### config.mk
export PLATFORM = sky130hd
export DESIGN_NAME = num_debounce
export DESIGN_NICKNAME = d
export VERILOG_FILES = /design/src/rtl/num_pkg.sv /design/src/rtl/sync_2ff.sv /design/src/rtl/num_debounce.sv
export SDC_FILE = /design/constraint.sdc
export NUM_CORES = 1
export LEC_CHECK = 0
export CAP_MARGIN = 20
export CORE_MARGIN = 4
export CORE_UTILIZATION = 49
export CTS_CLUSTER_DIAMETER = 80
export DETAILED_ROUTE_END_ITERATION = 7
export PLACE_DENSITY = 0.75
export RECOVER_POWER = 25
export SLEW_MARGIN = 25
export SYNTH_ARGS = -nofsm -noshare
export SYNTH_HDL_FRONTEND = slang
export SYNTH_SLANG_ARGS = --single-unit
### constraint.sdc
create_clock -name i_clk -period 2.15 [get_ports i_clk]
set_input_delay 0.645 -clock i_clk [delete_from_list [all_inputs] [get_ports i_clk]]
set_output_delay 0.645 -clock i_clk [all_outputs]
set_load 0.02 [all_outputs]
### src/rtl/num_pkg.sv
// Shared definitions for the pulse-line debouncer: FSM state type and
// default parameter values.
package num_pkg;

  localparam int DEB_CYCLES_DEF = 4;
  localparam int GLITCH_W_DEF   = 8;

  typedef enum logic [1:0] {
    ST_LO  = 2'd0,
    CHK_HI = 2'd1,
    ST_HI  = 2'd2,
    CHK_LO = 2'd3
  } num_state_t;

  // The accepted level stays high while a falling edge is still being qualified.
  function automatic logic is_high_level(input num_state_t st);
    return (st == ST_HI) || (st == CHK_LO);
  endfunction

endpackage

### src/rtl/sync_2ff.sv
// Two-flop synchronizer bringing the asynchronous raw line into the i_clk domain.
module sync_2ff (
  input  logic i_clk,
  input  logic i_rst,
  input  logic i_d,
  output logic o_q
);

  logic s1_q;
  logic s2_q;

  // NOTE: non-blocking assignments make s2 take the old s1, giving two real flops.
  always_ff @(posedge i_clk or posedge i_rst) begin
    if (i_rst) begin
      s1_q <= 1'b0;
      s2_q <= 1'b0;
    end else begin
      s1_q <= i_d;
      s2_q <= s1_q;
    end
  end

  assign o_q = s2_q;

endmodule

### src/rtl/num_debounce.sv
// Debounces a bouncing pulse line into a clean level with edge pulses and a
// saturating count of rejected transitions.
module num_debounce
  import num_pkg::*;
#(
  parameter int DEB_CYCLES = DEB_CYCLES_DEF,
  parameter int GLITCH_W   = GLITCH_W_DEF
) (
  input  logic                i_clk,
  input  logic                i_rst,
  input  logic                i_raw,
  output logic                o_num,
  output logic                o_rise,
  output logic                o_fall,
  output logic [GLITCH_W-1:0] o_glitch_cnt
);

  localparam int                  CNT_W      = $clog2(DEB_CYCLES + 1);
  localparam logic [CNT_W-1:0]    CNT_LAST   = CNT_W'(DEB_CYCLES - 1);
  localparam logic [GLITCH_W-1:0] GLITCH_MAX = '1;

  logic                s2;
  num_state_t          state_q, state_d;
  logic [CNT_W-1:0]    cnt_q, cnt_d;
  logic [GLITCH_W-1:0] glitch_q, glitch_d;
  logic                glitch_bump;
  logic                num_q, num_d;
  logic                rise_q, rise_d;
  logic                fall_q, fall_d;

  sync_2ff u_sync (
    .i_clk (i_clk),
    .i_rst (i_rst),
    .i_d   (i_raw),
    .o_q   (s2)
  );

  always_ff @(posedge i_clk or posedge i_rst) begin
    if (i_rst) begin
      state_q  <= ST_LO;
      cnt_q    <= '0;
      glitch_q <= '0;
      num_q    <= 1'b0;
      rise_q   <= 1'b0;
      fall_q   <= 1'b0;
    end else begin
      state_q  <= state_d;
      cnt_q    <= cnt_d;
      glitch_q <= glitch_d;
      num_q    <= num_d;
      rise_q   <= rise_d;
      fall_q   <= fall_d;
    end
  end

  always_comb begin
    // NOTE: every output of this block is defaulted first so no path infers a latch.
    state_d     = state_q;
    cnt_d       = cnt_q;
    glitch_bump = 1'b0;
    unique case (state_q)
      ST_LO: if (s2) begin
        state_d = CHK_HI;
        cnt_d   = CNT_W'(1);
      end
      CHK_HI: if (!s2) begin
        state_d     = ST_LO;
        cnt_d       = '0;
        glitch_bump = 1'b1;
      end else if (cnt_q == CNT_LAST) begin
        state_d = ST_HI;
        cnt_d   = '0;
      end else begin
        cnt_d = cnt_q + CNT_W'(1);
      end
      ST_HI: if (!s2) begin
        state_d = CHK_LO;
        cnt_d   = CNT_W'(1);
      end
      CHK_LO: if (s2) begin
        state_d     = ST_HI;
        cnt_d       = '0;
        glitch_bump = 1'b1;
      end else if (cnt_q == CNT_LAST) begin
        state_d = ST_LO;
        cnt_d   = '0;
      end else begin
        cnt_d = cnt_q + CNT_W'(1);
      end
      default: begin
        state_d = ST_LO;
        cnt_d   = '0;
      end
    endcase

    glitch_d = (glitch_bump && (glitch_q != GLITCH_MAX)) ? glitch_q + GLITCH_W'(1) : glitch_q;

    // The level is re-registered from the FSM state so the edge pulses line up with it.
    num_d  = is_high_level(state_q);
    rise_d = num_d & ~num_q;
    fall_d = ~num_d & num_q;
  end

  assign o_num        = num_q;
  assign o_rise       = rise_q;
  assign o_fall       = fall_q;
  assign o_glitch_cnt = glitch_q;

endmodule

==> flow_metrics.env, run 1 <==
export IMPL_status="completed"
export IMPL_hold_buffers=0
export IMPL_rsz0062_at_grt="false"
export IMPL_finalSetupTns_ns=0
export IMPL_synth_seq_area_share=0.565
export IMPL_grt_overflow_total=0
export IMPL_dp_cells=92
export IMPL_clock_latency_ns=0.29
export IMPL_synth_cells=63
export IMPL_ys_seq_elements=18
export IMPL_viasPerCell=5.25
export IMPL_final_core_util=0.644
export IMPL_grt_pass1_wl_um=2260
export IMPL_ant_nets=0
export IMPL_critical_path_slowest_cell="clkdlybuf4s50_1"
export IMPL_layout_drive_gt1_share=0.125
export IMPL_hold_viol=0
export IMPL_first_global_vias=516
export IMPL_tightest_slew_ns=0.916
export IMPL_place_ws_ns=0.479
export IMPL_io_pins=14
export IMPL_io_buffers=13
export IMPL_synth_nets=68
export IMPL_crit_fanout=4
export IMPL_drt_initial_drc_count=9
export IMPL_irDropWorstVdd_mv=0.834
export IMPL_cp_cell_sequence="clkdlybuf4s50_1"
export IMPL_die_h_um=48.3
export IMPL_grt_antenna_before_repair=0
export IMPL_power_density_nw_per_um2=1390
export IMPL_insertedDiodeCount=0
export IMPL_drcViolationCount=0
export IMPL_cts_sinks=18
export IMPL_cts_max_level=1
export IMPL_fin_crit_sh=0.925
export IMPL_post_drt_wl_per_cell_um=13.1
export IMPL_yosys_warnings=0
export IMPL_yosysUniqueCellTypes=25
export IMPL_crit_family="buffers and inverters"
export IMPL_final_cell_mix="18 x dfrtp_1, 11 x clkdlybuf4s50_1, 5 x nand2_1, 4 x nor2_1, 4 x xor2_1"
export IMPL_start_util=0.523
export IMPL_hp_class="reg -> reg"
export IMPL_critPathKind="reg -> out"
export IMPL_cts_resized=0
export IMPL_dieArea_sq_um=2340
export IMPL_ff2ff_setup_slack_ns=0.45
export IMPL_clkSlewWorstSetupHoldPaths_ns=0.11
export IMPL_setup_viol=0
export IMPL_end_kind="primary output"
export IMPL_critical_path_buf_inv_count=1
export IMPL_required_ns=1.50
export IMPL_fmax_mhz=503
export IMPL_rows=14
export IMPL_cpPeakStageDelay_ns=0.63
export IMPL_syn_avg_cell_area_sq_um=12.7
export IMPL_vias=504
export IMPL_drtPass1Iterations=3
export IMPL_finalCriticalPeriod_ns=1.99
export IMPL_grt_util_all_layers=0.120
export IMPL_p_leak_nw=0.448
export IMPL_die_x_um=48.3
export IMPL_drv_cap=0
export IMPL_cts_root_buffer="clkbuf_4"
export IMPL_final_nets=86
export IMPL_cts_tree="built"
export IMPL_final_cells=96
export IMPL_grt_max_degree=19
export IMPL_wirelength_um=1260
export IMPL_syn_area_sq_um=797
export IMPL_post_cts_setup_buffers=0
export IMPL_design_core_area_sq_um=1520
export IMPL_syn2layout_area_growth_pct=23.2
export IMPL_layout_commonest_cell="dfrtp_1"
export IMPL_startpoint_type="flip-flop"
export IMPL_cts_path_max_buffers=2
export IMPL_arrival_ns=1.34
export IMPL_cts_inserted_buffers=3
export IMPL_slew_headroom=0.389
export IMPL_place_congestion=0.711
export IMPL_maxSlewViolCount=0
export IMPL_setup_ws_ns=0.162
export IMPL_fin_skew_ns=0.00759
-- cell usage after synthesis --
cell type   n  area share
xnor2_4     1       0.035
nand3b_1    1      0.0094
xor2_1      4       0.044
mux2_1      1       0.014
buf_2       1      0.0063
inv_1       2      0.0094
xnor2_1     2       0.022
mux2_2      3       0.042
dfrtp_1    18        0.57
o31ai_1     1      0.0094
and3_1      2       0.016
and2_4      1       0.011
nand3_1     1      0.0063
nand2b_1    2       0.016
o21a_1      2       0.019
nand4_1     1      0.0079
nor2_1      4       0.019
nor2b_1     3       0.024
nor3b_1     1      0.0094
and2b_1     1      0.0094
ha_1        2       0.031
a21oi_1     1      0.0063
nand2_1     5       0.024
o21ai_0     2       0.013
o311ai_4    1       0.033
-- report_power, final --
group | leakage, nW | switching, W | total, W | internal (W)
combinational | 0.201 | 0.000264 | 0.000572 | 0.000308
sequential | 0.226 | 0.000132 | 0.000586 | 0.000454
clock | 0.0210 | 0.000103 | 0.000206 | 0.000103
total | 0.448 | 0.000498 | 0.00136 | 0.000865
-- registers in the layout (all words and copies together) (netlist names), named ones only --
| register | count |
|---|---|
| cnt_q | 3 |
| o_fall | 1 |
| o_glitch_cnt | 8 |
| o_num | 1 |
| o_rise | 1 |
| state_q | 1 |
| u_sync.o_q | 1 |
| u_sync.s1_q | 1 |
-- area by class of cell --
| cell class | instances | area (sq um) |
|---|---|---|
| Tap cell | 16 | 20.0 |
| Timing Repair Buffer | 14 | 134 |
| Inverter | 2 | 7.51 |
| Fill cell | 123 | 542 |
| Clock buffer | 4 | 36.3 |
| Sequential cell | 18 | 450 |
| Multi-Input combinational cell | 42 | 334 |
-- metrics by stage --
stage | instance area, sq um | total power, W | hold slack (ns)
2_1_floorplan | 797 | 0.000949 | 0.331
3_3_place_gp | 950 | 0.00115 | 0.337
3_5_place_dp | 950 | 0.00117 | 0.340
4_1_cts | 986 | 0.00138 | 0.362
5_1_grt | 982 | 0.00146 | 0.367
6_report | 982 | 0.00136 | 0.361
-- path summary, 6_finish.rpt --
path,to,startpoint,cells after the start
setup / recovery,o_glitch_cnt[5],o_glitch_cnt[5],1
hold / removal,u_sync.o_q,u_sync.s1_q,0
setup reg to reg,o_glitch_cnt[1],o_glitch_cnt[0],4
hold reg to reg,u_sync.o_q,u_sync.s1_q,0
max in group asynchronous,o_glitch_cnt[7],i_rst,3
min in group asynchronous,o_glitch_cnt[0],i_rst,3
-- per-layer routing --
| metal | global-route usage | up-vias | wire [um] |
|---|---|---|---|
| li1 | - | 246 | - |
| met1 | 0.165 | 248 | 601 |
| met2 | 0.176 | 8 | 607 |
| met3 | 0.0276 | 2 | 35 |
| met4 | 0.0553 | 0 | 10 |
| met5 | 0 | - | 0 |
-- cell families (layout without fill, tap and decap cells) --
| logic type | count (synthesis) | in the layout | synth area share |
|---|---|---|---|
| AOI/OAI and AO/OA | 7 | 7 | 0.0801 |
| xor gates and xnor gates | 7 | 7 | 0.100 |
| adders and majority gates | 2 | 2 | 0.0314 |
| buffers and inverters | 3 | 20 | 0.0157 |
| DFF | 18 | 18 | 0.565 |
| muxes | 4 | 4 | 0.0565 |
| and+or+nand+nor | 22 | 22 | 0.151 |
(Power assumes the default switching activity.)
==> run 2: changes to the inputs <==
--- a/config.mk
+++ b/config.mk
@@ -14,2 +14,3 @@
 export RECOVER_POWER = 25
+export REMOVE_ABC_BUFFERS = 1
 export SLEW_MARGIN = 25
==> constraint.sdc (replaced) <==
create_clock -name i_clk -period 2.15 [get_ports i_clk]
set_input_delay 0.43 -clock i_clk [delete_from_list [all_inputs] [get_ports i_clk]]
set_output_delay 0.43 -clock i_clk [all_outputs]
set_load 0.02 [all_outputs]
==> flow_metrics.env, run 2 (synthesis gave the netlist of run 1 again) <==
export IMPL_status="completed"
export IMPL_die_x_um=48.3
export IMPL_switchingPower_w=0.000495
export IMPL_dp_cells=91
export IMPL_p_leak_nw=0.447
export IMPL_cts_max_level=1
export IMPL_place_congestion=0.743
export IMPL_rows=14
export IMPL_drv_cap=0
export IMPL_cp_cell_sequence="clkdlybuf4s50_1"
export IMPL_comb_power_share=0.421
export IMPL_final_cells=95
export IMPL_grt_pass1_wl_um=2280
export IMPL_cts_path_max_buffers=2
export IMPL_final_nets=85
export IMPL_viasPerCell=5.41
export IMPL_critical_path_slowest_cell="clkdlybuf4s50_1"
export IMPL_rr_endpoint="o_glitch_cnt[1]"
export IMPL_cp_depth=1
export IMPL_cts_inserted_buffers=3
export IMPL_clkSlewWorstSetupHoldPaths_ns=0.10
export IMPL_maxSlewViolCount=0
export IMPL_slew_headroom=0.572
export IMPL_grt_util_all_layers=0.120
export IMPL_rsz0062_at_grt="false"
export IMPL_reg2reg_from="o_glitch_cnt[0]"
export IMPL_drtPass1Iterations=3
export IMPL_grt_max_degree=19
export IMPL_cts_root_buffer="clkbuf_4"
export IMPL_cp_endpoint="o_glitch_cnt[6]"
export IMPL_startpoint_type="flip-flop"
export IMPL_post_cts_setup_buffers=0
export IMPL_switching_share=0.364
export IMPL_tightest_slew_ns=0.641
export IMPL_wirelength_um=1230
export IMPL_rr_worst_depth=4
export IMPL_internal_power_w=0.000864
export IMPL_required_ns=1.72
export IMPL_die_h_um=48.3
export IMPL_syn2layout_area_growth_pct=22.8
export IMPL_arrival_ns=1.35
export IMPL_drcViolationCount=0
export IMPL_cpPeakStageDelay_ns=0.63
export IMPL_grt_overflow_total=0
export IMPL_first_global_vias=530
export IMPL_power_density_nw_per_um2=1390
export IMPL_cts_tree="built"
export IMPL_insertedDiodeCount=0
export IMPL_irDropWorstVdd_mv=0.870
export IMPL_crit_family="buffers and inverters"
export IMPL_layout_drive_gt1_share=0.127
export IMPL_vias=514
export IMPL_layout_commonest_cell="dfrtp_1"
export IMPL_finalSetupTns_ns=0
export IMPL_post_drt_wl_per_cell_um=12.9
export IMPL_seq_power_share=0.429
export IMPL_largest_reg_flops=8
export IMPL_dp_hpwl_um=928
export IMPL_clock_latency_ns=0.29
export IMPL_design_core_area_sq_um=1520
export IMPL_io_pins=14
export IMPL_cts_sinks=18
export IMPL_dieArea_sq_um=2340
export IMPL_critical_path_buf_inv_count=1
export IMPL_ant_nets=0
export IMPL_start_util=0.523
export IMPL_hold_buffers=0
export IMPL_crit_fanout=5
export IMPL_io_buffers=13
export IMPL_hold_viol=0
export IMPL_fmax_mhz=563
export IMPL_grt_antenna_before_repair=0
export IMPL_clock_power_share=0.150
export IMPL_fin_crit_sh=0.826
export IMPL_finalCriticalPeriod_ns=1.78
export IMPL_end_kind="primary output"
export IMPL_critPathKind="reg -> out"
export IMPL_setup_viol=0
export IMPL_critPathLaunch="o_glitch_cnt[6]"
export IMPL_final_cell_mix="18 x dfrtp_1, 11 x clkdlybuf4s50_1, 5 x nand2_1, 4 x nor2_1, 4 x xor2_1"
export IMPL_fin_skew_ns=0.00450
export IMPL_ff2ff_setup_slack_ns=0.43
export IMPL_hp_class="reg -> reg"
export IMPL_cts_resized=0
export IMPL_drt_initial_drc_count=3
==> run 2: cell types whose count changed in the layout (fill, tap and decap cells not counted), sizes merged <==
cell / change
clkbuf: -1
==> run 2: how the worst min path moves through the flow <==
stage	startpoint	endpoint	slack [ns]	cells after the start
6_report	u_sync.s1_q	u_sync.o_q	0.36	0
5_1_grt	u_sync.s1_q	u_sync.o_q	0.37	0
4_1_cts	u_sync.s1_q	u_sync.o_q	0.36	0
3_5_place_dp	u_sync.s1_q	u_sync.o_q	0.34	0
3_3_place_gp	u_sync.s1_q	u_sync.o_q	0.34	0
2_1_floorplan	u_sync.s1_q	u_sync.o_q	0.33	0
==> run 2: power groups by stage <==
stage                     clock network [W]  logic, W  registers [W]
after global routing               0.000219  0.000629       0.000605
after detailed placement                  0  0.000580       0.000591
final                              0.000204  0.000571       0.000583
after CTS                          0.000208  0.000582       0.000585
after global placement                    0  0.000568       0.000581
after floorplan                           0  0.000274       0.000667
==> run 2: layer usage <==
metal | track usage | routed length [um]
met5 | 0 | 0
met4 | 0.0691 | 30
met3 | 0.0215 | 33
met2 | 0.193 | 606
met1 | 0.149 | 555
==> run 2: cell type report <==
cell class              count  area [sq um]
well taps                  16          20.0
clock buffers               4          36.3
fillers                   113           546
repair buffers             13           130
inverters                   2          7.51
multi-input cells          42           334
flip-flops and latches     18           450
==> run 2: metrics by stage <==
| step | setup WS [ns] | util | area [sq um] | power [W] | hold slack [ns] |
|---|---|---|---|---|---|
| finish | 0.373 | 0.642 | 978 | 0.00136 | 0.356 |
| detailed placement | 0.464 | 0.618 | 942 | 0.00117 | 0.336 |
| floorplan | 0.439 | - | 792 | 0.000942 | 0.331 |
| global route | 0.314 | 0.642 | 978 | 0.00145 | 0.369 |
| global placement | 0.528 | 0.618 | 942 | 0.00115 | 0.336 |
| CTS | 0.360 | 0.642 | 978 | 0.00137 | 0.358 |
==> run 2: worst reg2reg max path, cell delays in order, from the launching register on <==
cell      delay [ns]
dfrtp_1         0.42
ha_1            0.19
nand3_1         0.18
o311ai_4        0.45
mux2_2          0.38
==> run 3: changes to the inputs <==
- CORE_UTILIZATION: 49 -> 45
- PLACE_DENSITY: 0.75 -> 0.73
- clock period: 2.15 -> 1.45 ns (I/O delays scaled with it)
==> flow_metrics.env, run 3 (synthesis gave the netlist of run 1 again) <==
export IMPL_cts_tree="built"
export IMPL_grt_antenna_before_repair=0
export IMPL_status="completed"
export IMPL_clock_power_share=0.139
export IMPL_place_ws_ns=-0.0786
export IMPL_dp_hpwl_um=1100
export IMPL_cts_path_max_buffers=2
export IMPL_design_core_area_sq_um=1590
export IMPL_grt_overflow_total=0
export IMPL_dieArea_sq_um=2510
export IMPL_hp_start="u_sync.s1_q"
export IMPL_maxSlewViolCount=0
export IMPL_hold_viol=0
export IMPL_critPathKind="reg -> reg"
export IMPL_comb_power_share=0.471
export IMPL_arrival_ns=1.62
export IMPL_layout_commonest_cell="dfrtp_1"
export IMPL_place_congestion=0.774
export IMPL_power_density_nw_per_um2=2010
export IMPL_switching_share=0.372
export IMPL_largest_reg_flops=8
export IMPL_rsz0062_at_grt="true"
export IMPL_fmax_mhz=693
export IMPL_cpPeakStageDelay_ns=0.38
export IMPL_die_h_um=50.1
export IMPL_p_leak_nw=0.517
export IMPL_post_route_cell_area_sq_um=1070
export IMPL_cts_max_level=1
export IMPL_post_drt_wl_per_cell_um=12.4
export IMPL_rr_worst_depth=4
export IMPL_dp_cells=107
export IMPL_io_buffers=13
export IMPL_setup_ws_ns=0.00744
export IMPL_drtPass1Iterations=4
export IMPL_drt_initial_drc_count=6
export IMPL_grt_max_degree=19
export IMPL_grt_util_all_layers=0.142
export IMPL_clock_latency_ns=0.29
export IMPL_crit_family="multiplexers"
export IMPL_end_kind="flip-flop"
export IMPL_rows=14
export IMPL_internal_power_w=0.00135
export IMPL_viasPerCell=4.62
export IMPL_final_cells=112
export IMPL_slew_headroom=0.388
export IMPL_fin_crit_sh=0.995
export IMPL_vias=517
export IMPL_tightest_slew_ns=0.917
export IMPL_grt_pass1_wl_um=2600
export IMPL_clkSlewWorstSetupHoldPaths_ns=0.09
export IMPL_wirelength_um=1390
export IMPL_hold_path_depth=0
export IMPL_die_x_um=50.1
export IMPL_syn2layout_area_growth_pct=34.4
export IMPL_required_ns=1.62
export IMPL_ant_nets=0
export IMPL_drcViolationCount=0
export IMPL_start_util=0.500
export IMPL_finalCriticalPeriod_ns=1.44
export IMPL_min_to="u_sync.o_q"
export IMPL_insertedDiodeCount=0
export IMPL_final_nets=94
export IMPL_fin_hold_ws_ns=0.361
export IMPL_switchingPower_w=0.000798
export IMPL_layout_drive_gt1_share=0.307
export IMPL_startpoint_type="flip-flop"
export IMPL_irDropWorstVdd_mv=1.35
export IMPL_final_cell_mix="17 x dfrtp_1, 10 x dlygate4sd2_1, 7 x buf_4, 5 x nand2_1, 4 x xor2_1"
export IMPL_p_total_w=0.00215
export IMPL_setup_viol=0
export IMPL_cts_inserted_buffers=3
export IMPL_reg2reg_from="o_glitch_cnt[0]"
export IMPL_hp_class="reg -> reg"
export IMPL_fin_skew_ns=0.00966
export IMPL_hold_buffers=0
export IMPL_postPlaceCellArea_sq_um=1010
export IMPL_rr_endpoint="o_glitch_cnt[1]"
export IMPL_cts_sinks=18
export IMPL_crit_fanout=3
export IMPL_seq_power_share=0.390
export IMPL_io_pins=14
export IMPL_drv_cap=0
export IMPL_cp_cell_sequence="ha_2 > nand3_4 > o311ai_4 > mux2_2"
export IMPL_ff2ff_setup_slack_ns=0.007
export IMPL_critical_path_slowest_cell="mux2_2"
export IMPL_cts_root_buffer="clkbuf_4"
export IMPL_first_global_vias=578
export IMPL_critical_path_buf_inv_count=0
run 3: cell count changes in the layout (fill, tap and decap cells not counted), moves of 2 or more:
cell	previous run	this run
buf_4	0	7
clkdlybuf4s50_1	11	1
dlygate4sd2_1	0	10
nor2_1	4	2
nor2_2	0	2
run 3: per-stage QoR:
stage          setup TNS (ns)   util
4_1_cts                     0  0.659
3_5_place_dp           -0.294  0.635
3_3_place_gp          -0.0123  0.635
2_1_floorplan          -0.777      -
5_1_grt                -0.161  0.672
6_report                    0  0.672
run 3: worst reg2reg max path, stage by stage, from the launching register on:
cell and delay [ns]:
dfrtp_1 0.37, ha_2 0.21, nand3_4 0.08, o311ai_4 0.29, mux2_2 0.38
run 3: worst max path at each step:
| stage | from | to | slack [ns] | depth (start not counted) |
|---|---|---|---|---|
| 2_1_floorplan | o_glitch_cnt[0] | o_glitch_cnt[1] | -0.26 | 4 |
| 5_1_grt | o_glitch_cnt[0] | o_glitch_cnt[1] | -0.05 | 4 |
| 3_5_place_dp | o_glitch_cnt[0] | o_glitch_cnt[4] | -0.08 | 6 |
| 6_report | o_glitch_cnt[0] | o_glitch_cnt[1] | 0.007 | 4 |
| 4_1_cts | o_glitch_cnt[0] | o_glitch_cnt[1] | 0.003 | 4 |
| 3_3_place_gp | o_glitch_cnt[0] | o_glitch_cnt[3] | -0.01 | 6 |
run 3: per-layer routing:
metal  up-vias  track usage  wire [um]
met4         0       0.0968         47
met2        10        0.215        663
met5         -            0          0
met1       239        0.178        651
met3         6       0.0301         27
li1        262            -          -
run 3: power by group through the flow:
| stage | clock network (W) | logic, W | registers (W) |
|---|---|---|---|
| 2_1_floorplan | 0 | 0.000407 | 0.000989 |
| 3_3_place_gp | 0 | 0.00102 | 0.000822 |
| 3_5_place_dp | 0 | 0.00105 | 0.000833 |
| 4_1_cts | 0.000311 | 0.00100 | 0.000826 |
| 5_1_grt | 0.000337 | 0.00111 | 0.000871 |
| 6_report | 0.000298 | 0.00101 | 0.000838 |
run 3: timing repair:
item                       CTS  global route
setup endpoints to repair   15             9
hold endpoints to repair     0             0
resized for setup           13            10
buffers inserted             1             0
pin swaps                    1             1
run 3: cell type report:
cell class	count	area, sq um
clock buffer	4	36.3
timing repair buffer	22	180
multi-input combinational	42	365
sequential	18	452
inverter	2	7.51
fill	129	523
tap	24	30.0
==> RTL change, RTL diff (config.mk and constraints of run 1) <==
Set the package constant `GLITCH_W_DEF` to 6 (it was 8).
--- a/src/rtl/num_pkg.sv
+++ b/src/rtl/num_pkg.sv
@@ -3,7 +3,7 @@
 package num_pkg;
 
   localparam int DEB_CYCLES_DEF = 4;
-  localparam int GLITCH_W_DEF   = 8;
+  localparam int GLITCH_W_DEF   = 6;
 
   typedef enum logic [1:0] {
     ST_LO  = 2'd0,
Interface: changed (resized o_glitch_cnt); port bits go from 14 to 12. The function was not compared with the original's and may differ.
==> RTL change against run 1 <==
Global-route usage grew 0.98 points. Sequential share of layout area rose by 3.6 points. Count of clock-buffer cells in the layout unchanged. Core utilization fell by 1.5 points. Total power shrank 12%. Worst setup slack lost 8.7 ps. Combinational power decreased by 14%. Sequential cell count shrank 2. Maximum frequency fell by 0.44%. Design area fell by 18%. Area after synthesis shrank 17%. Routed wire length decreased by 19%. Hold slack worse by 6.7 ps. Critical endpoint is now o_glitch_cnt[1]. Largest cell class unchanged. Largest power group unchanged.
==> RTL change: results (changes against run 1) <==
Mapped Nets = 59 (was 68)
Synth top cells by count = dfrtp_1, nand2_1, xnor2_1, nor2b_1 (was dfrtp_1, nand2_1, nor2_1, xor2_1)
layout cells sized above 1 = 0.104 (was 0.125)
Avg Cell Area, Syn = 12.3 um2 (was 12.7 um2)
wl on met1 = 483 um (was 601 um)
top sig layer = met3 (was met4)
DP Cell Count = 78 (was 92)
Crit path largest cell delay = 650 ps (was 630 ps)
skew final = 0.831 ps (was 7.59 ps)
met2 Use GR = 0.201 (was 0.176)
GRT met3 Usage = 0.0319 (was 0.0276)
sequential-to-total area share from yosys stat = 0.603 (was 0.565)
Layout Nets = 73 (was 86)
met3 routed WL = 55 um (was 35 um)
crit-path max FO = 5 (was 4)
max reg flops = 6 (was 8)
critical path startpoint = o_glitch_cnt[1] (was o_glitch_cnt[5])
Leakage = 0.000373 uW (was 0.000448 uW)
global-route wire length before repair = 1910 um (was 2260 um)
dominant cells by area after synthesis = dfrtp_1, xnor2_1, nand2_1, ha_1, nor2b_1 (was dfrtp_1, xor2_1, mux2_2, xnor2_4, o311ai_4)
VDD IR max = 980 uV (was 834 uV)
worst reg2reg setup slack = 470 ps (was 450 ps)
RD Place Congestion = 0.715 (was 0.711)
Setup WS pre-CTS = 462 ps (was 479 ps)
vias = 401 (was 504)
Worst-path clk slew = 90 ps (was 110 ps)
Setup crit end = o_glitch_cnt[1] (was o_glitch_cnt[5])
Total Routed Length = 1020 um (was 1260 um)
Buffers on Ports = 11 (was 13)
pin count of the biggest net entering global routing = 17 (was 19)
First DRT Iteration DRCs = 7 (was 9)
clock latency on the worst-skew pair = 270 ps (was 290 ps)
htree depth = 1 (unchanged)
FF-to-FF End = o_glitch_cnt[4] (was o_glitch_cnt[1])
status = complete, no violations (unchanged)
actual slew at the worst max-slew pin = 626 ps (was 916 ps)
vias in the first global route = 421 (was 516)
met1 GRT Util = 0.182 (was 0.165)
-- RTL change: kinds of logic (layout without fill, tap and decap cells) --
group	after synthesis	after routing	share of synthesized area
AO/OA/AOI/OAI	6	6	0.0697
XOR/XNOR	6	6	0.0904
adder cells (fa/ha/maj)	2	2	0.0377
buffers and inverters	4	17	0.0301
flip-flops	16	16	0.603
multiplexers	2	2	0.0320
AND/OR/NAND/NOR	18	18	0.137
-- RTL change: through the flow --
step                hold slack (ps)   util  power [uW]
floorplan                       331      -         845
global placement                333  0.608        1020
detailed placement              336  0.608        1030
CTS                             358  0.636        1230
global route                    380  0.630        1300
finish                          354  0.630        1200
-- RTL change: where the power goes --
group          internal (uW)  switching, uW
clock network            103           88.6
logic                    247            246
registers                409            111
-- RTL change: area by class of cell --
class,count,area [um2]
inverter,2,7.51
multi-input combinational,34,236
sequential,16,400
clock buffer,4,36.3
timing repair buffer,11,110
tap,15,18.8
fill,118,475
